$ cat src/rtl/lcd1602_pkg.sv
// Shared definitions for the LCD1602 bus engines: read FSM states, RS encodings,
// busy-flag position and default bus timing (clocks at 50 MHz).
package lcd1602_pkg;

    typedef enum logic [2:0] {
        ST_IDLE    = 3'd0,
        ST_SETUP   = 3'd1,
        ST_EN_HI   = 3'd2,
        ST_HOLD    = 3'd3,
        ST_RECOVER = 3'd4
    } lcd_rd_state_e;

    localparam logic RS_CMD  = 1'b0;
    localparam logic RS_DATA = 1'b1;
    localparam int   BF_BIT  = 7;

    localparam int unsigned LCD_SETUP_CYC   = 32'd3;
    localparam int unsigned LCD_EN_HIGH_CYC = 32'd25;
    localparam int unsigned LCD_HOLD_CYC    = 32'd2;
    localparam int unsigned LCD_EN_LOW_CYC  = 32'd25;
    localparam int unsigned LCD_POLL_MAX    = 32'd4096;

    function automatic int unsigned max4(input int unsigned a, input int unsigned b,
                                         input int unsigned c, input int unsigned d);
        int unsigned m;
        m = a;
        if (b > m) m = b; else m = m;
        if (c > m) m = c; else m = m;
        if (d > m) m = d; else m = m;
        return m;
    endfunction

endpackage

$ cat src/rtl/lcd1602_bus_reader_timer.sv
// Loadable phase down-counter: load N-1 on phase entry, expired_o marks the
// phase's last clock. Holds at zero instead of wrapping.
module lcd_phase_timer #(
    parameter int unsigned W = 6
) (
    input  logic         clk_i,
    input  logic         rst_i,
    input  logic         load_i,
    input  logic [W-1:0] load_val_i,
    output logic         expired_o
);

    logic [W-1:0] count_q;

    // Phase count register
    always_ff @(posedge clk_i or posedge rst_i) begin
        if (rst_i) begin
            count_q <= '0;
        end else if (load_i) begin
            count_q <= load_val_i;
        end else if (count_q != '0) begin
            count_q <= count_q - W'(1);
        end else begin
            count_q <= count_q;
        end
    end

    assign expired_o = (count_q == '0);

endmodule

$ cat src/rtl/lcd1602_bus_reader.sv
// HD44780 read-cycle engine: timed status/data reads with optional busy polling.
// Define LCD_READ_4BIT_EN for 4-bit bus mode (two nibble cycles per byte).
module lcd1602_bus_reader
    import lcd1602_pkg::*;
#(
    parameter int unsigned SETUP_CYC   = LCD_SETUP_CYC,
    parameter int unsigned EN_HIGH_CYC = LCD_EN_HIGH_CYC,
    parameter int unsigned HOLD_CYC    = LCD_HOLD_CYC,
    parameter int unsigned EN_LOW_CYC  = LCD_EN_LOW_CYC,
    parameter int unsigned POLL_MAX    = LCD_POLL_MAX
) (
    input  logic       clk,
    input  logic       reset,
    input  logic       req,
    input  logic       req_rs,
    input  logic       req_poll,
    output logic       ready,
    output logic       done,
    output logic [7:0] rdata,
    output logic       busy_flag,
    output logic [6:0] addr_cnt,
    output logic       timeout,
    output logic       lcd_rs,
    output logic       lcd_rw,
    output logic       lcd_en,
    input  logic [7:0] lcd_dat_i
);

    localparam int unsigned PH_W = $clog2(max4(SETUP_CYC, EN_HIGH_CYC, HOLD_CYC, EN_LOW_CYC)) + 1;
    localparam int unsigned PC_W = $clog2(POLL_MAX + 1);

    localparam logic [PH_W-1:0] LD_SETUP   = PH_W'(SETUP_CYC - 1);
    localparam logic [PH_W-1:0] LD_EN_HI   = PH_W'(EN_HIGH_CYC - 1);
    localparam logic [PH_W-1:0] LD_HOLD    = PH_W'(HOLD_CYC - 1);
    localparam logic [PH_W-1:0] LD_RECOVER = PH_W'(EN_LOW_CYC - 1);

    if (SETUP_CYC == 0 || EN_HIGH_CYC == 0 || HOLD_CYC == 0 ||
        EN_LOW_CYC == 0 || POLL_MAX == 0) begin : g_param_err
        $error("lcd1602_bus_reader: timing parameters and POLL_MAX must be nonzero");
    end

    lcd_rd_state_e   state_q, state_d;
    logic            rs_q, rs_d;
    logic            poll_q, poll_d;
    logic [PC_W-1:0] poll_cnt_q, poll_cnt_d;
    logic [7:0]      rdata_q, rdata_d;
    logic            busy_flag_q, busy_flag_d;
    logic [6:0]      addr_cnt_q, addr_cnt_d;
    logic            timeout_q, timeout_d;
    logic            done_q, done_d;
    logic            ready_q, ready_d;
    logic            lcd_rs_q, lcd_rs_d;
    logic            lcd_rw_q, lcd_rw_d;
    logic            lcd_en_q, lcd_en_d;
`ifdef LCD_READ_4BIT_EN
    logic            nib_q, nib_d;
    logic [3:0]      hi_nib_q, hi_nib_d;
`endif

    logic            load_s;
    logic [PH_W-1:0] load_val_s;
    logic            expired_s;
    logic            cap_s;
    logic [7:0]      byte_s;
    logic            finish_s;
    logic            more_s;

    lcd_phase_timer #(.W(PH_W)) u_timer (
        .clk_i      (clk),
        .rst_i      (reset),
        .load_i     (load_s),
        .load_val_i (load_val_s),
        .expired_o  (expired_s)
    );

    assign more_s = ((32'(poll_cnt_q) + 32'd1) < POLL_MAX);

    // Next-state, capture and poll decision logic
    always_comb begin
        state_d     = state_q;
        rs_d        = rs_q;
        poll_d      = poll_q;
        poll_cnt_d  = poll_cnt_q;
        rdata_d     = rdata_q;
        busy_flag_d = busy_flag_q;
        addr_cnt_d  = addr_cnt_q;
        timeout_d   = timeout_q;
        done_d      = 1'b0;
        load_s      = 1'b0;
        load_val_s  = '0;
        cap_s       = 1'b0;
        byte_s      = 8'h00;
        finish_s    = 1'b0;
`ifdef LCD_READ_4BIT_EN
        nib_d       = nib_q;
        hi_nib_d    = hi_nib_q;
`endif
        case (state_q)
            ST_IDLE: begin
                if (req) begin
                    state_d    = ST_SETUP;
                    rs_d       = req_rs;
                    poll_d     = req_poll & ~req_rs;
                    poll_cnt_d = '0;
                    timeout_d  = 1'b0;
                    load_s     = 1'b1;
                    load_val_s = LD_SETUP;
`ifdef LCD_READ_4BIT_EN
                    nib_d      = 1'b0;
`endif
                end else begin
                    state_d = ST_IDLE;
                end
            end
            ST_SETUP: begin
                if (expired_s) begin
                    state_d    = ST_EN_HI;
                    load_s     = 1'b1;
                    load_val_s = LD_EN_HI;
                end else begin
                    state_d = ST_SETUP;
                end
            end
            ST_EN_HI: begin
                if (expired_s) begin
                    state_d    = ST_HOLD;
                    load_s     = 1'b1;
                    load_val_s = LD_HOLD;
`ifdef LCD_READ_4BIT_EN
                    if (!nib_q) begin
                        hi_nib_d = lcd_dat_i[7:4];
                    end else begin
                        byte_s = {hi_nib_q, lcd_dat_i[7:4]};
                        cap_s  = 1'b1;
                    end
`else
                    byte_s = lcd_dat_i;
                    cap_s  = 1'b1;
`endif
                end else begin
                    state_d = ST_EN_HI;
                end
            end
            ST_HOLD: begin
                if (expired_s) begin
                    state_d    = ST_RECOVER;
                    load_s     = 1'b1;
                    load_val_s = LD_RECOVER;
                end else begin
                    state_d = ST_HOLD;
                end
            end
            ST_RECOVER: begin
                if (expired_s) begin
`ifdef LCD_READ_4BIT_EN
                    if (!nib_q) begin
                        nib_d      = 1'b1;
                        state_d    = ST_SETUP;
                        load_s     = 1'b1;
                        load_val_s = LD_SETUP;
                    end else begin
                        nib_d    = 1'b0;
                        finish_s = 1'b1;
                    end
`else
                    finish_s = 1'b1;
`endif
                end else begin
                    state_d = ST_RECOVER;
                end
            end
            default: begin
                state_d = ST_IDLE;
            end
        endcase

        // Status reads also refresh the busy flag and address counter
        if (cap_s) begin
            rdata_d = byte_s;
            if (rs_q == RS_CMD) begin
                busy_flag_d = byte_s[BF_BIT];
                addr_cnt_d  = byte_s[BF_BIT-1:0];
            end else begin
                busy_flag_d = busy_flag_q;
            end
        end else begin
            rdata_d = rdata_q;
        end

        if (finish_s) begin
            if (poll_q && busy_flag_q && more_s) begin
                poll_cnt_d = poll_cnt_q + PC_W'(1);
                state_d    = ST_SETUP;
                load_s     = 1'b1;
                load_val_s = LD_SETUP;
            end else begin
                done_d    = 1'b1;
                timeout_d = poll_q & busy_flag_q;
                state_d   = ST_IDLE;
            end
        end else begin
            done_d = 1'b0;
        end

        ready_d  = (state_d == ST_IDLE);
        lcd_en_d = (state_d == ST_EN_HI);
        lcd_rw_d = (state_d == ST_SETUP) || (state_d == ST_EN_HI) || (state_d == ST_HOLD);
        lcd_rs_d = rs_d;
    end

    // State and output registers
    always_ff @(posedge clk or posedge reset) begin
        if (reset) begin
            state_q     <= ST_IDLE;
            rs_q        <= 1'b0;
            poll_q      <= 1'b0;
            poll_cnt_q  <= '0;
            rdata_q     <= 8'h00;
            busy_flag_q <= 1'b0;
            addr_cnt_q  <= 7'h00;
            timeout_q   <= 1'b0;
            done_q      <= 1'b0;
            ready_q     <= 1'b1;
            lcd_rs_q    <= 1'b0;
            lcd_rw_q    <= 1'b0;
            lcd_en_q    <= 1'b0;
`ifdef LCD_READ_4BIT_EN
            nib_q       <= 1'b0;
            hi_nib_q    <= 4'h0;
`endif
        end else begin
            state_q     <= state_d;
            rs_q        <= rs_d;
            poll_q      <= poll_d;
            poll_cnt_q  <= poll_cnt_d;
            rdata_q     <= rdata_d;
            busy_flag_q <= busy_flag_d;
            addr_cnt_q  <= addr_cnt_d;
            timeout_q   <= timeout_d;
            done_q      <= done_d;
            ready_q     <= ready_d;
            lcd_rs_q    <= lcd_rs_d;
            lcd_rw_q    <= lcd_rw_d;
            lcd_en_q    <= lcd_en_d;
`ifdef LCD_READ_4BIT_EN
            nib_q       <= nib_d;
            hi_nib_q    <= hi_nib_d;
`endif
        end
    end

    assign ready     = ready_q;
    assign done      = done_q;
    assign rdata     = rdata_q;
    assign busy_flag = busy_flag_q;
    assign addr_cnt  = addr_cnt_q;
    assign timeout   = timeout_q;
    assign lcd_rs    = lcd_rs_q;
    assign lcd_rw    = lcd_rw_q;
    assign lcd_en    = lcd_en_q;

endmodule

$ cat config.mk
export PLATFORM = sky130hd
export DESIGN_NAME = lcd1602_bus_reader
export DESIGN_NICKNAME = d
export VERILOG_FILES = /design/src/rtl/lcd1602_pkg.sv /design/src/rtl/lcd1602_bus_reader_timer.sv /design/src/rtl/lcd1602_bus_reader.sv
export SDC_FILE = /design/constraint.sdc
export NUM_CORES = 1
export LEC_CHECK = 0
export CAP_MARGIN = 20
export CORE_ASPECT_RATIO = 0.8
export CORE_MARGIN = 4
export CORE_UTILIZATION = 52
export CTS_CLUSTER_DIAMETER = 120
export CTS_CLUSTER_SIZE = 24
export DETAILED_ROUTE_END_ITERATION = 10
export PLACE_DENSITY = 0.78
export SYNTH_ARGS = -nofsm -noshare
export SYNTH_HDL_FRONTEND = slang
export SYNTH_SLANG_ARGS = --single-unit
$ cat constraint.sdc
create_clock -name clk -period 2.6 [get_ports clk]
set_input_delay 0.39 -clock clk [delete_from_list [all_inputs] [get_ports clk]]
set_output_delay 0.39 -clock clk [all_outputs]
set_load 0.05 [all_outputs]
==> results of run 1 <==
## sequential cells by signal (all words and copies together), names as in the netlist, 3 cells and up
signal,flops
u_timer.count_q,6
addr_cnt,7
poll_cnt_q,13
rdata,8
state_q,3
## layer usage
layer / vias to the layer above / global-route usage [%] / share of wire [%]
met3: 4 / 5.14 / 6.9
met4: 0 / 3.28 / 0.49
met1: 753 / 26.1 / 44
met5: - / 0 / 0
li1: 735 / - / -
met2: 47 / 31.5 / 48
## layout by cell type, fill, tap and decap left out, types with 3 or more instances in the layout
cell type	count
nand2b_1	5
nor3_1	5
o21ai_0	8
buf_4	3
nor2_1	8
a21oi_1	6
nand2_1	15
mux2_2	18
inv_1	6
dfrtp_1	44
mux2i_1	8
clkdlybuf4s50_1	34
nand3_1	7
clkbuf_8	6
## final cells by class
type / instances / area (um2)
fillers: 279 / 1210
flip-flops and latches: 45 / 1130
multi-input cells: 123 / 913
repair buffers: 38 / 383
clock buffers: 6 / 82.6
well taps: 55 / 68.8
inverters: 6 / 22.5
clock inverters: 2 / 16.3
## per-stage QoR
| stage | setup WS, ps | total power [mW] | cells | util (%) |
|---|---|---|---|---|
| 6_report | 196 | 1.24 | 275 | 68.3 |
| 5_1_grt | 31.1 | 1.29 | 275 | 68.3 |
| 4_1_cts | 227 | 1.25 | 275 | 68.3 |
| 3_5_place_dp | 247 | 0.803 | 267 | 65.7 |
| 3_3_place_gp | 380 | 0.801 | 267 | 65.7 |
| 2_1_floorplan | 486 | 0.761 | 179 | - |
## cell families (layout without fill, tap and decap cells)
family	after synthesis	count (layout)	share of synthesized area (%)
AOI/OAI and AO/OA	31	31	9.48
buffers and inverters	11	52	2.10
muxes	26	26	13.6
and+or+nand+nor	64	64	19.6
DFF	45	45	54.1
adders and majority gates	2	2	1.20
## worst max-delay path by stage
stage | startpoint | end | cells after the start | slack (ps)
floorplan | u_timer.count_q[0] | addr_cnt[0] | 7 | 490
global placement | u_timer.count_q[0] | poll_cnt_q[0] | 7 | 380
detailed placement | u_timer.count_q[0] | poll_cnt_q[0] | 7 | 250
CTS | u_timer.count_q[0] | poll_cnt_q[0] | 7 | 230
global route | u_timer.count_q[0] | poll_cnt_q[0] | 7 | 30
finish | u_timer.count_q[0] | poll_cnt_q[0] | 7 | 200
## power by group through the flow
stage	clock (mW)	combinational [mW]	sequential [mW]
finish	0.453	0.0793	0.709
global route	0.495	0.0853	0.709
CTS	0.460	0.0811	0.709
detailed placement	0	0.0806	0.723
global placement	0	0.0790	0.722
floorplan	0	0.0163	0.745
==> summary.md, run 1 <==
| Metric | Value |
|---|---|
| Initial Utilization | 54.4% |
| CP max-delay cell | or4b_4 |
| Area leader, netlist | dfrtp_1 |
| CP top delay family | simple AND/OR/NAND/NOR gates |
| Die ar. | 5090 um2 |
| Status | completed |
| Via count of the routed design | 1539 |
| Post-route ant nets | 0 |
| RR Startpoint | u_timer.count_q[0] |
| Min-delay worst type | primary input to asynchronous set/reset pin |
| Critical Path AT | 2540 ps |
| Number of global-route vias before repair | 1602 |
| PostCTS Resize Cnt | 0 |
| Tmin final | 2400 ps |
| Max-Slew Margin vs Limit | 60.6% |
| Final clock skew | 8.31 ps |
| Synth Flop Type | dfrtp_1 |
| Clock power frac | 36.5% |
| Buf+Inv Stages, Crit Path | 1 |
| CP endpoint kind | register |
| Residual DRC | 0 |
| Part of the power in registers | 57.1% |
| Global route overflow | 0 |
| Die width | 78.8 um |
| Worst reg2reg path endpoint | poll_cnt_q[0] |
| Critical path's largest stage delay | 530 ps |
| Gate Count Post-Synth | 179 |
| Drt total wl | 4310 um |
| Clk root buf | clkbuf_8 |
| CTS tree | yes |
| Max Buffers Root-to-Sink | 2 |
| Sw Share | 22.7% |
| Design area | 2610 um2 |
| Gr usage total | 19.2% |
| CP Launch Type | register |
| Drt first pass iters | 5 |
| Placeable Area | 3830 um2 |
| # port buffers | 34 |
| Yosys warns | 0 |
| First-pass GRT wire length | 7640 um |
| RSZ-0062 raised after global routing | no |
| Synth Cell Area | 2080 um2 |
| CP max FO | 8 |
| Seq cells post-synth | 45 |
| Share of layout cells above drive strength 1 | 19.1% |
| Combinational power share | 6.4% |
| EDFF count, synth | 0 |
| Reg clk slew, reported paths | 90 ps |
| Crit Path Class | register to register |
| N_diodes | 0 |
| Gpl congestion | 0.811 |
| Wire length per cell | 15.7 um |
| Cell breakdown of the critical path | inv_1 -> ha_1 -> or4b_4 -> nor3_4 -> nand3_2 -> o21ai_1 -> mux2i_1 |
| Power Dens Cells | 475 nW/um2 |
| Crit share post-route | 92.5% |
| Required @ worst endpoint | 2740 ps |
| Top cell type's share of synthesized area | 52.8% |
| Hold Buf Count CTS | 0 |
| Ranking of synthesized cells by area | dfrtp_1 53%, mux2_2 9.7%, mux2i_1 3.8% |
| Placed Area | 2510 um2 |
| Post-CTS Setup Inserts | 0 |
| Post-layout nets | 234 |
| Lkg Pwr | 1.05 nW |
| Area grow syn2layout | 25.4% |
| Die extent in y | 64.6 um |
| Register area share after synthesis | 54.1% |
| Cts bufs inserted | 5 |
| CTS H-tree depth | 2 |
| Count of final setup violators | 0 |
| Setup slack, reg-to-reg | 200 ps |
| Clock Latency Late Sink | 290 ps |
| Asr flop ratio synth | 100% |
| Distinct cells, synth | 44 |
| Post-synth top cells | 44 x dfrtp_1, 18 x mux2_2, 15 x nand2_1 |
| Highest Clock Rate | 416 MHz |
| Syn Area/Cell | 11.6 um2 |
| VDD IR max | 387 uV |
| Vias/cell | 5.60 |
| Row cnt | 20 |
| Fin. max-slew vios | 0 |
| R2R cell count | 7 |
| DPL Wire Length | 3280 um |
| Max Cap Viol | 0 |
| Final Hold Fails | 0 |
| Sw power | 0.282 mW |
| Top-count cell post-synth | dfrtp_1 |
| Largest net degree at the start of global routing | 33 |
| Slew @ Worst Pin | 591 ps |
| Internal power | 0.958 mW |
| IO Pins | 35 |
| Final hold slack | 473 ps |
| Initial antenna violation count | 0 |
| Syn Nets | 194 |
| Initial DRC Count | 136 |
| CTS sink cnt | 45 |
| Total negative slack | 0 ps |
Note: power is estimated with default switching activity, not from simulation.
==> inputs of run 2 (changes only) <==
--- a/config.mk
+++ b/config.mk
@@ -8,11 +8,13 @@
 export CAP_MARGIN = 20
 export CORE_ASPECT_RATIO = 0.8
 export CORE_MARGIN = 4
-export CORE_UTILIZATION = 52
+export CORE_UTILIZATION = 53
 export CTS_CLUSTER_DIAMETER = 120
 export CTS_CLUSTER_SIZE = 24
 export DETAILED_ROUTE_END_ITERATION = 10
-export PLACE_DENSITY = 0.78
+export PLACE_DENSITY = 0.79
 export SYNTH_ARGS = -nofsm -noshare
 export SYNTH_HDL_FRONTEND = slang
+export SYNTH_HIERARCHICAL = 1
 export SYNTH_SLANG_ARGS = --single-unit
+export TNS_END_PERCENT = 1
==> run 2 against run 1 <==
  * Critical path depth grew 2
  * Die area grew 3.8%
  * Power up 150%
  * Register-to-register slack worse by 110 ps
  * Clock power rose by 36%
  * Critical path type unchanged
  * Critical endpoint is now u_timer/count_q[4]
  * Largest cell class unchanged
==> summary.md, run 2 <==
| Metric | Value |
|---|---|
| Max-Slew Margin vs Limit | 64.9% (was 60.6%) |
| Design area | 2870 um2 (was 2610 um2) |
| CP top delay family | simple AND/OR/NAND/NOR gates (unchanged) |
| Synth Cell Area | 2220 um2 (was 2080 um2) |
| CP endpoint kind | register (unchanged) |
| CP max-delay cell | dfrtp_1 (was or4b_4) |
| Ranking of synthesized cells by area | dfrtp_1 50%, mux2_2 9.7%, nand2_1 3.2% (was dfrtp_1 53%, mux2_2 9.7%, mux2i_1 3.8%) |
| Min-delay worst type | primary input to asynchronous set/reset pin (unchanged) |
| CP max FO | 8 (unchanged) |
| Slew @ Worst Pin | 525 ps (was 591 ps) |
| Die width | 80.3 um (was 78.8 um) |
| CTS H-tree depth | 2 (unchanged) |
| Yosys warns | 6 (was 0) |
| Pre-CTS setup slack | 59.2 ps (was 247 ps) |
| Commonest cells after routing, fill and taps aside | 43 x dfrtp_1, 34 x clkdlybuf4s50_1, 19 x mux2_2, 19 x nand2_1, 13 x nor3_1 (was 44 x dfrtp_1, 34 x clkdlybuf4s50_1, 18 x mux2_2, 15 x nand2_1) |
| Clock Latency Late Sink | 300 ps (was 290 ps) |
| Syn Area/Cell | 10.8 um2 (was 11.6 um2) |
| Biggest register | poll_cnt_q (unchanged) |
| Gr usage total | 21.0% (was 19.2%) |
| Cts bufs inserted | 5 (unchanged) |
| N_diodes | 0 (unchanged) |
| Buf+Inv Stages, Crit Path | 0 (was 1) |
| Fin. max-slew vios | 0 (unchanged) |
| Initial DRC Count | 120 (was 136) |
| Die ar. | 5290 um2 (was 5090 um2) |
| Distinct cells, synth | 49 (was 44) |
| Final setup margin | 81.1 ps (was 196 ps) |
| Hold Buf Count CTS | 0 (unchanged) |
| Drt first pass iters | 4 (was 5) |
| Post-route ant nets | 0 (unchanged) |
| Placed insts | 299 (was 267) |
| Global route overflow | 0 (unchanged) |
| CP Launch Type | register (unchanged) |
| Initial antenna violation count | 0 (unchanged) |
| # port buffers | 34 (unchanged) |
| Placeable Area | 3900 um2 (was 3830 um2) |
| Gate Count Post-Synth | 205 (was 179) |
| Highest Clock Rate | 397 MHz (was 416 MHz) |
| Clk root buf | clkbuf_8 (unchanged) |
| Crit Path Class | register to register (unchanged) |
| Number of global-route vias before repair | 1813 (was 1602) |
| Largest net degree at the start of global routing | 40 (was 33) |
| Via count of the routed design | 1735 (was 1539) |
| Fin util | 73.5% (was 68.3%) |
| Reg clk slew, reported paths | 80 ps (was 90 ps) |
| CTS sink cnt | 45 (unchanged) |
| Initial Utilization | 56.8% (was 54.4%) |
| Wire length per cell | 16.0 um (was 15.7 um) |
| Most common cell after layout, fill and taps aside | dfrtp_1 (unchanged) |
| Status | completed (unchanged) |
| Drt total wl | 4930 um (was 4310 um) |
| DPL Wire Length | 3510 um (was 3280 um) |
| First-pass GRT wire length | 8380 um (was 7640 um) |
| Critical path's largest stage delay | 430 ps (was 530 ps) |
| Layout Cells excl Fill | 308 (was 275) |
| Count of final setup violators | 0 (unchanged) |
| Final clock skew | 5.00 ps (was 8.31 ps) |
| Vias/cell | 5.63 (was 5.60) |
| Max Buffers Root-to-Sink | 2 (unchanged) |
| Synth Flop Type | dfrtp_1 (unchanged) |
| Post-synth top cells | 44 x dfrtp_1, 19 x mux2_2, 19 x nand2_1, 14 x nor3_1 (was 44 x dfrtp_1, 18 x mux2_2, 15 x nand2_1) |
| Area grow syn2layout | 29.4% (was 25.4%) |
| Total negative slack | 0 ps (unchanged) |
| Area leader, netlist | dfrtp_1 (unchanged) |
| Top-count cell post-synth | dfrtp_1 (unchanged) |
| Lkg Pwr | 1.33 nW (was 1.05 nW) |
| Max Cap Viol | 0 (unchanged) |
| Final Hold Fails | 0 (unchanged) |
| Share of layout cells above drive strength 1 | 21.7% (was 19.1%) |
| Cell breakdown of the critical path | or3_4 -> nor2_4 -> nand4bb_1 -> nor3_2 -> mux2i_1 -> and2_4 -> o21ai_4 -> and2b_1 -> a221o_1 (was inv_1 -> ha_1 -> or4b_4 -> nor3_4 -> nand3_2 -> o21ai_1 -> mux2i_1) |
| Tmin final | 2520 ps (was 2400 ps) |
| Row cnt | 20 (unchanged) |
| Required @ worst endpoint | 2780 ps (was 2740 ps) |
| Power Dens Cells | 1060 nW/um2 (was 475 nW/um2) |
| Die extent in y | 65.8 um (was 64.6 um) |
| Seq cells post-synth | 45 (unchanged) |
| VDD IR max | 781 uV (was 387 uV) |
| Crit share post-route | 96.9% (was 92.5%) |
| Top cell type's share of synthesized area | 49.7% (was 52.8%) |
| Register area share after synthesis | 50.9% (was 54.1%) |
| Residual DRC | 0 (unchanged) |
| Critical Path AT | 2700 ps (was 2540 ps) |
| EDFF count, synth | 0 (unchanged) |
| Total power | 3.05 mW (was 1.24 mW) |
| Asr flop ratio synth | 100% (unchanged) |
| Gpl congestion | 0.855 (was 0.811) |
| Final hold slack | 376 ps (was 473 ps) |
| Placed Area | 2690 um2 (was 2510 um2) |
| Largest register FFs | 13 (unchanged) |
| CTS tree | yes (unchanged) |
| Post-layout nets | 268 (was 234) |
| IO Pins | 35 (unchanged) |
==> run 2: changes by cell type after synthesis, moves of 3 or more <==
cell and change:
nor3_1 +9, and3_1 +5, xnor2_1 +3, nand2_1 +4
a211o_1 +6, mux2i_1 -6
==> run 2: worst reg2reg max path: cells and delay by family (launching register included) <==
| kind | cells | cell delay [ps] |
|---|---|---|
| AOI/OAI and AO/OA | 2 | 410 |
| DFF | 1 | 430 |
| muxes | 1 | 130 |
| and+or+nand+nor | 6 | 1440 |
==> run 2: worst paths after layout <==
path | from | end | slack (ps) | depth (start not counted)
setup / recovery | u_timer/count_q[3] | u_timer/count_q[4] | 80 | 9
hold reg to reg | addr_cnt[2] | addr_cnt[2] | 520 | 1
setup reg to reg | u_timer/count_q[3] | u_timer/count_q[4] | 80 | 9
min in group clk | addr_cnt[2] | addr_cnt[2] | 520 | 1
max in group asynchronous | reset | ready | 1690 | 3
hold / removal | reset | u_timer/count_q[0] | 380 | 2
==> run 2: kinds of logic (layout without fill, tap and decap cells) <==
group | after synthesis | in the layout | share of synthesized area (%)
AND/OR/NAND/NOR | 81 | 81 | 20.8
flip-flops | 45 | 45 | 50.9
AO/OA/AOI/OAI | 37 | 37 | 11.7
multiplexers | 21 | 21 | 10.6
buffers and inverters | 14 | 61 | 2.94
adder cells (fa/ha/maj) | 3 | 3 | 1.69
XOR/XNOR | 3 | 3 | 1.19
other | 1 | 2 | 0.169
==> run 2: power breakdown <==
part           internal, mW  switching, mW  total (mW)
clock                 0.382          0.234       0.615
sequential            0.903          0.166        1.07
combinational         0.550          0.816        1.37
==> run 2: final cells by class <==
cell class	count	area (um2)
sequential	45	1130
multi-input combinational	147	1080
fill	282	1040
timing repair buffer	45	423
clock buffer	5	68.8
tap	55	68.8
clock inverter	3	65.1
inverter	8	30.0
==> run 2: what timing repair did <==
item	CTS	global route
setup endpoints to repair	0	16
gates resized for setup	0	7
setup buffers	0	1
==> run 2: routing by layer <==
| metal | vias up | share of wire (%) | global-route usage [%] |
|---|---|---|---|
| li1 | 835 | - | - |
| met4 | 0 | 1.4 | 6.33 |
| met2 | 55 | 47 | 32.9 |
| met5 | - | 0 | 0 |
| met1 | 838 | 45 | 27.7 |
| met3 | 7 | 6.5 | 7.36 |
==> inputs of run 3 (changes only) <==
--- a/config.mk
+++ b/config.mk
@@ -6,12 +6,12 @@
 export NUM_CORES = 1
 export LEC_CHECK = 0
 export CAP_MARGIN = 20
-export CORE_ASPECT_RATIO = 0.8
 export CORE_MARGIN = 4
 export CORE_UTILIZATION = 53
 export CTS_CLUSTER_DIAMETER = 120
 export CTS_CLUSTER_SIZE = 24
 export DETAILED_ROUTE_END_ITERATION = 10
+export MAX_ROUTING_LAYER = met4
 export PLACE_DENSITY = 0.79
 export SYNTH_ARGS = -nofsm -noshare
 export SYNTH_HDL_FRONTEND = slang
==> run 3 against run 2 <==
  * First-iteration DRC count down 41%
  * Sequential power about the same
  * Worst setup slack improved by 77 ps
  * Final area fell by 1.7%
  * Largest power group unchanged
  * Clock-buffer cell count unchanged
  * Power shrank 5.1%
  * Largest cell class unchanged
  * Sequential share of layout area increased by 0.62 points
  * Combinational power is 3% lower
  * Non-clock buffer count increased by 1
  * Highest routed layer unchanged
  * Register-to-register slack better by 80 ps
  * Final cell count shrank 1.6%
  * Wire length is 8.1% lower
==> summary.md, run 3 (synthesis results as in run 2) <==
| Metric | Value |
|---|---|
| Status | completed (unchanged) |
| VDD IR max | 688 uV (was 781 uV) |
| Die ar. | 5280 um2 (was 5290 um2) |
| Drt first pass iters | 4 (unchanged) |
| Area of the multi-input gates | 1070 um2 (was 1080 um2) |
| Max-Slew Margin vs Limit | 65.1% (was 64.9%) |
| Area grow syn2layout | 27.3% (was 29.4%) |
| Max Cap Viol | 0 (unchanged) |
| Largest net degree at the start of global routing | 40 (unchanged) |
| Count of final setup violators | 0 (unchanged) |
| Total negative slack | 0 ps (unchanged) |
| Max Buffers Root-to-Sink | 2 (unchanged) |
| Initial DRC Count | 71 (was 120) |
| Gr usage total | 20.3% (was 21.0%) |
| Residual DRC | 0 (unchanged) |
| RR Startpoint | u_timer/count_q[3] (unchanged) |
| Placed insts | 295 (was 299) |
| Reg clk slew, reported paths | 70 ps (was 80 ps) |
| IO Pins | 35 (unchanged) |
| CP Launch Type | register (unchanged) |
| Row cnt | 23 (was 20) |
| Metal-1 WL | 2020 um (was 2240 um) |
| Crit share post-route | 93.9% (was 96.9%) |
| Placed Area | 2690 um2 (about the same) |
| Total power | 2.89 mW (was 3.05 mW) |
| CP Capture Point | u_timer/count_q[4] (unchanged) |
| CP endpoint kind | register (unchanged) |
| Final hold slack | 370 ps (was 376 ps) |
| Worst reg2reg path endpoint | u_timer/count_q[4] (unchanged) |
| Pre-CTS setup slack | 65.9 ps (was 59.2 ps) |
| Gpl congestion | 0.896 (was 0.855) |
| Power Dens Cells | 1030 nW/um2 (was 1060 nW/um2) |
| Post-layout nets | 269 (was 268) |
| Vias/cell | 5.62 (was 5.63) |
| Fill count | 304 (was 282) |
| Clk root buf | clkbuf_8 (unchanged) |
| Share of layout cells above drive strength 1 | 20.9% (was 21.7%) |
| FF+latch area | 1130 um2 (about the same) |
| Drt total wl | 4530 um (was 4930 um) |
| Met2 Routed Length | 2330 um (was 2300 um) |
| Min-delay worst type | primary input to asynchronous set/reset pin (unchanged) |
| First-pass GRT wire length | 8070 um (was 8380 um) |
| CTS H-tree depth | 2 (unchanged) |
| Cts bufs inserted | 5 (unchanged) |
| Fin. max-slew vios | 0 (unchanged) |
| Placeable Area | 4030 um2 (was 3900 um2) |
| Lkg Pwr | 1.32 nW (was 1.33 nW) |
| # port buffers | 34 (unchanged) |
| Critical Path AT | 2620 ps (was 2700 ps) |
| CP max FO | 8 (unchanged) |
| DPL Wire Length | 3330 um (was 3510 um) |
| Hold Buf Count CTS | 0 (unchanged) |
| N_diodes | 0 (unchanged) |
| Commonest cells after routing, fill and taps aside | 44 x dfrtp_1, 34 x clkdlybuf4s50_1, 19 x mux2_2, 19 x nand2_1, 13 x nor3_1 (was 43 x dfrtp_1, 34 x clkdlybuf4s50_1, 19 x mux2_2, 19 x nand2_1, 13 x nor3_1) |
| CTS sink cnt | 45 (unchanged) |
| Slew @ Worst Pin | 522 ps (was 525 ps) |
| Setup slack, reg-to-reg | 160 ps (was 80 ps) |
| Clock Latency Late Sink | 290 ps (was 300 ps) |
| Fin util | 70.0% (was 73.5%) |
| Via count of the routed design | 1704 (was 1735) |
| Uppermost layer routed | met4 (unchanged) |
| Most common cell after layout, fill and taps aside | dfrtp_1 (unchanged) |
| Tmin final | 2440 ps (was 2520 ps) |
| Number of global-route vias before repair | 1783 (was 1813) |
| Final setup margin | 158 ps (was 81.1 ps) |
| Global route overflow | 0 (unchanged) |
| Die extent in y | 72.7 um (was 65.8 um) |
| Post-route ant nets | 0 (unchanged) |
| Wire length per cell | 15.0 um (was 16.0 um) |
| Die width | 72.7 um (was 80.3 um) |
| CTS tree | yes (unchanged) |
| R2R cell count | 9 (unchanged) |
| Highest Clock Rate | 410 MHz (was 397 MHz) |
| CP Launch Point | u_timer/count_q[3] (unchanged) |
| Required @ worst endpoint | 2770 ps (was 2780 ps) |
| Biggest register | poll_cnt_q (unchanged) |
| Final Hold Fails | 0 (unchanged) |
| Initial antenna violation count | 0 (unchanged) |
| Crit Path Class | register to register (unchanged) |
| Met3 WL post-DR | 120 um (was 322 um) |
| Final clock skew | 9.01 ps (was 5.00 ps) |
| Initial Utilization | 55.0% (was 56.8%) |
| Largest register FFs | 13 (unchanged) |
| Layout Cells excl Fill | 303 (was 308) |
| Design area | 2820 um2 (was 2870 um2) |
## run 3: cell types whose count changed in the layout (fill, tap and decap cells not counted)
cell       previous run  this run
buf_4                11        12
bufinv_16             2         1
dfrtp_1              43        44
dfrtp_2               1         0
ha_2                  0         1
ha_4                  1         0
nand2b_1              4         5
nand2b_4              1         0
## run 3: worst min-delay path by stage
stage | from | to | slack (ps) | cells after the start
after global placement | addr_cnt[3] | addr_cnt[3] | 490 | 1
after detailed placement | rdata[1] | rdata[1] | 490 | 1
after CTS | reset | u_timer/count_q[5] | 370 | 2
final | reset | u_timer/count_q[2] | 370 | 2
after floorplan | reset | u_timer/count_q[0] | 180 | 1
after global routing | reset | u_timer/count_q[3] | 390 | 2
## run 3: layout make-up
| cell class | instances | share of cell area, % |
|---|---|---|
| Inverter | 8 | 1.06 |
| Clock inverter | 2 | 1.24 |
| Multi-Input combinational cell | 147 | 37.8 |
| Sequential cell | 45 | 40.0 |
| Timing Repair Buffer | 46 | 15.3 |
| Tap cell | 50 | 2.22 |
| Clock buffer | 5 | 2.44 |
## run 3: worst max-delay path, stage by stage, from the launching register on
cell and delay (ps):
dfrtp_1 420, or3_4 420, nor2_4 140, nand4bb_1 190, nor3_2 240, mux2i_1 120
and2_4 200, o21ai_4 90, and2b_1 210, a221o_1 300
## run 3: layer usage
layer	up-vias	global-route usage [%]
met5	-	-
met4	0	7.58
met3	5	4.41
met2	24	33.5
met1	844	24.3
li1	831	-
## run 3: where the power goes
part,leakage (nW),switching (mW),internal (mW)
clock,0.0540,0.222,0.279
combinational,0.667,0.789,0.538
sequential,0.597,0.164,0.902
total,1.32,1.18,1.72
## run 3: what timing repair did
item / 4_1_cts / 5_1_grt
hold endpoints to repair: 0 / 0
gates resized for setup: 0 / 4
setup buffers: 0 / 1
endpoints found under the setup margin: 0 / 2
==> patch 1: new RTL, flow settings as in run 2 <==
`LCD_EN_HIGH_CYC`: 32'd25 -> 32'd50.
--- a/src/rtl/lcd1602_pkg.sv
+++ b/src/rtl/lcd1602_pkg.sv
@@ -15,7 +15,7 @@
     localparam int   BF_BIT  = 7;
 
     localparam int unsigned LCD_SETUP_CYC   = 32'd3;
-    localparam int unsigned LCD_EN_HIGH_CYC = 32'd25;
+    localparam int unsigned LCD_EN_HIGH_CYC = 32'd50;
     localparam int unsigned LCD_HOLD_CYC    = 32'd2;
     localparam int unsigned LCD_EN_LOW_CYC  = 32'd25;
     localparam int unsigned LCD_POLL_MAX    = 32'd4096;
Check against the original RTL: no difference found for any inputs over 10 cycles, from zero or initial values and one cycle with reset high; that may be too few to reach the edited logic, so the function may still have changed.
==> patch 1 against run 2 <==
- total power fell by 4.2%
- wire length fell by 4.3%
- area after synthesis rose by 7.5%
- worst setup slack improved by 0.17 ns
- cell area rose by 0.83%
- sequential share of layout area rose by 0.50 points
- sequential cell count rose by 1
- critical endpoint is now poll_cnt_q[0]$_DFF_PP0_
==> patch 1: results (changes against run 2) <==
metric;value;unit;change
clkbuf count;6;;was 5
grt met3 use;7.10;%;was 7.36%
drt initial violations;115;;was 120
HPWL Detailed;3350;um;was 3510 um
RR Endpoint;poll_cnt_q[0]$_DFF_PP0_;;was u_timer/count_q[4]$_DFFE_PP0P_
flops & latches, synth;46;;was 45
GR Util met1;24.9;%;was 27.7%
Placer Congestion;0.866;;was 0.855
Cells after Synth;214;;was 205
post-synthesis sequential area ratio;48.4;%;was 50.9%
multiplexer area fraction after synthesis;9.56;%;was 10.6%
Largest stage delay, worst path;0.59;ns;was 0.43 ns
status;completed;;unchanged
post-DR vias/cell;5.79;;was 5.63
Post-Synth XOR/XNOR Area;1.10;%;was 1.19%
Worst Path Arrival;2.58;ns;was 2.70 ns
fin area;0.00289;sq mm;was 0.00287 sq mm
#MultiIn Comb;155;;was 147
vias in the first global route;1770;;was 1813
crit path max-delay cell type;or4_4;;was dfrtp_1
Non-clk bufs;40;;was 45
R2R depth;6;;was 9
dpl ws;0.278;ns;was 0.0592 ns
P_int;1670;uW;was 1830 uW
non-clk buf share;13.3;%;was 14.7%
Final Net Count;272;;was 268
Compound-Gate Fraction of Synth Area;14.1;%;was 11.7%
headroom to the max-slew limit;65.1;%;was 64.9%
worst hold slack;0.351;ns;was 0.376 ns
leakage;0.00126;uW;was 0.00133 uW
multi-input combinational area share;40.0;%;was 37.8%
flop2flop setup slack;0.25;ns;was 0.08 ns
top cells by instance count after synthesis;dfrtp_1, mux2_2, nand2_1;;unchanged
row count;21;;was 20
first-pass GRT wire length;8300;um;was 8380 um
Synth Area in Adders;1.58;%;was 1.69%
Layout fillers;341;;was 282
Final Skew;0.00346;ns;was 0.00500 ns
M2 GR Usage;28.8;%;was 32.9%
Global Route Usage Sum;18.6;%;was 21.0%
Max VDD drop;0.797;mV;was 0.781 mV
final WL;4720;um;was 4930 um
wire length per cell;15.0;um;was 16.0 um
Fmax achieved;426;MHz;was 397 MHz
## patch 1: cell count changes after synthesis, sizes merged, moves of 3 or more
cell | before | now
nand3 | 7 | 11
a211o | 6 | 2
nor4 | 3 | 7
a21oi | 7 | 3
nor2 | 9 | 12
and3 | 7 | 2
or4 | 0 | 3
a221o | 1 | 7
nor4b | 0 | 3
nor3 | 15 | 7
## patch 1: power groups by stage
| stage | Combinational (uW) | Sequential, uW | Clock, uW |
|---|---|---|---|
| 2_1_floorplan | 540 | 1540 | 0 |
| 3_3_place_gp | 1350 | 1120 | 0 |
| 3_5_place_dp | 1350 | 1130 | 0 |
| 4_1_cts | 1360 | 1120 | 456 |
| 5_1_grt | 1450 | 1160 | 491 |
| 6_report | 1350 | 1120 | 448 |
## patch 1: per-layer routing
| metal | up-vias | part of all wire [%] |
|---|---|---|
| li1 | 880 | - |
| met1 | 874 | 48 |
| met2 | 58 | 42 |
| met3 | 6 | 8.8 |
| met4 | 0 | 0.85 |
| met5 | - | 0 |
==> patch 2: new RTL, config.mk and constraints of run 2 <==
Without the edit above. The 5 states of `lcd_rd_state_e` get a Gray code encoding in 3 bits.
--- a/src/rtl/lcd1602_pkg.sv
+++ b/src/rtl/lcd1602_pkg.sv
@@ -3,11 +3,11 @@
 package lcd1602_pkg;
 
     typedef enum logic [2:0] {
-        ST_IDLE    = 3'd0,
-        ST_SETUP   = 3'd1,
-        ST_EN_HI   = 3'd2,
-        ST_HOLD    = 3'd3,
-        ST_RECOVER = 3'd4
+        ST_IDLE    = 3'b000,
+        ST_SETUP   = 3'b001,
+        ST_EN_HI   = 3'b011,
+        ST_HOLD    = 3'b010,
+        ST_RECOVER = 3'b110
     } lcd_rd_state_e;
 
     localparam logic RS_CMD  = 1'b0;
Formal check against the unedited RTL: same outputs for any inputs over 10 cycles, from zero or initial values and one cycle with reset high; not proved beyond that.
==> patch 2 against run 2 <==
- area after synthesis up 4.3%
- sequential power up 8%
- final cell count up 5.5%
- sequential cell count unchanged
- combinational power up 12%
- cell area down 0.74%
- total power up 5.2%
- sequential share of layout area up 0.25 points
- maximum frequency up 2.5%
- worst setup slack better by 0.060 ns
- wire length down 3.4%
- count of clock-buffer cells in the layout up 1
==> patch 2: results (changes against run 2) <==
metric;value;unit;change
status;completed;;unchanged
Layout fillers;325;;was 282
multiplexer area fraction after synthesis;6.49;%;was 10.6%
Distinct cells, synth;59;;was 49
Synth Area in Adders;1.62;%;was 1.69%
CTS H-tree depth;2;;unchanged
warnings from Yosys;6;;unchanged
Placer Congestion;0.842;;was 0.855
Max VDD drop;0.707;mV;was 0.781 mV
Worst Path Arrival;2.64;ns;was 2.70 ns
Final Net Count;283;;was 268
Startpoint Class;flip-flop;;unchanged
post-synthesis sequential area ratio;48.8;%;was 50.9%
top cells by instance count after synthesis;dfrtp_1, nand2_1, nor3_1;;was dfrtp_1, mux2_2, nand2_1
HPWL Detailed;3430;um;was 3510 um
dpl cell area;0.00273;sq mm;was 0.00269 sq mm
worst min-delay path category;input pin to async pin;;unchanged
worst flop-to-flop path startpoint;poll_cnt_q[0]$_DFF_PP0_;;was u_timer/count_q[3]$_DFFE_PP0P_
Root Driver;clkbuf_8;;unchanged
M2 GR Usage;29.0;%;was 32.9%
Global Route Usage Sum;19.1;%;was 21.0%
first-pass GRT wire length;7820;um;was 8380 um
met1 WL;2320;um;was 2240 um
Compound-Gate Fraction of Synth Area;12.3;%;was 11.7%
worst skew pair latency;0.30;ns;about the same
Final Skew;0.0116;ns;was 0.00500 ns
wire length on met2;2130;um;was 2300 um
drt initial violations;135;;was 120
RR Endpoint;u_timer/count_q[4]$_DFFE_PP0P_;;unchanged
TritonCTS buffer count;5;;unchanged
Synth area leaders;dfrtp_1, nand2_1, mux2_2;;was dfrtp_1, mux2_2, nand2_1
asr flop ratio synth;100;%;unchanged
vias in the first global route;1660;;was 1813
R2R depth;8;;was 9
final WL;4770;um;was 4930 um
leakage;0.00134;uW;was 0.00133 uW
clock tree buffer depth;2;;unchanged
Critical Path Fanout Max;4;;was 8
Post-Synth XOR/XNOR Area;1.89;%;was 1.19%
met3 WL;254;um;was 322 um
headroom to the max-slew limit;65.8;%;was 64.9%
clock slew at reported path FFs;0.08;ns;about the same
grt met3 use;4.46;%;was 7.36%
flop2flop setup slack;0.14;ns;was 0.08 ns
post-DR vias/cell;5.48;;was 5.63
GR Util met1;26.1;%;was 27.7%
layout cells sized above 1;16.8;%;was 21.7%
-- patch 2: critical path: stages (launching register included) --
cell and delay [ns]:
dfrtp_1 0.41, ha_2 0.21, and4_2 0.26, nand4_4 0.12, mux2_2 0.38, o32a_1 0.30, o21ai_2 0.15, and2b_1 0.20
a221o_1 0.31
-- patch 2: layout make-up --
class	instances	area, sq um	share of cell area [%]
multi-input combinational	165	1110	39.0
sequential	45	1130	39.6
inverter	9	33.8	1.19
tap	57	71.3	2.51
clock inverter	2	38.8	1.36
timing repair buffer	41	393	13.8
clock buffer	6	72.6	2.55
-- patch 2: worst max-delay path by stage --
stage | slack [ns] | to | cells after the start
after CTS | 0.06 | u_timer/count_q[4]$_DFFE_PP0P_ | 8
after global routing | 0.04 | u_timer/count_q[4]$_DFFE_PP0P_ | 8
final | 0.14 | u_timer/count_q[4]$_DFFE_PP0P_ | 8
after floorplan | 0.13 | u_timer/count_q[1]$_DFFE_PP0P_ | 9
after global placement | 0.13 | u_timer/count_q[4]$_DFFE_PP0P_ | 8
after detailed placement | 0.07 | u_timer/count_q[4]$_DFFE_PP0P_ | 8
-- patch 2: what timing repair did --
item	4_1_cts	5_1_grt
hold endpoints to repair	0	0
endpoints found under the setup margin	0	10
gates resized for setup	0	3
hold buffers	0	0
-- patch 2: stage by stage --
step	worst slack [ns]	cells	util, %	hold slack, ns	power, uW
final	0.141	325	67.7	0.345	3210
after global routing	0.0378	325	67.7	0.369	3380
after CTS	0.0638	325	67.5	0.342	3220
after detailed placement	0.0665	317	64.8	0.464	2690
after global placement	0.130	317	64.8	0.458	2650
after floorplan	0.132	227	-	0.181	2210
-- patch 2: power by group --
part           internal (uW)  switching [uW]
Clock                    289             236
Sequential               940             218
Combinational            593             934
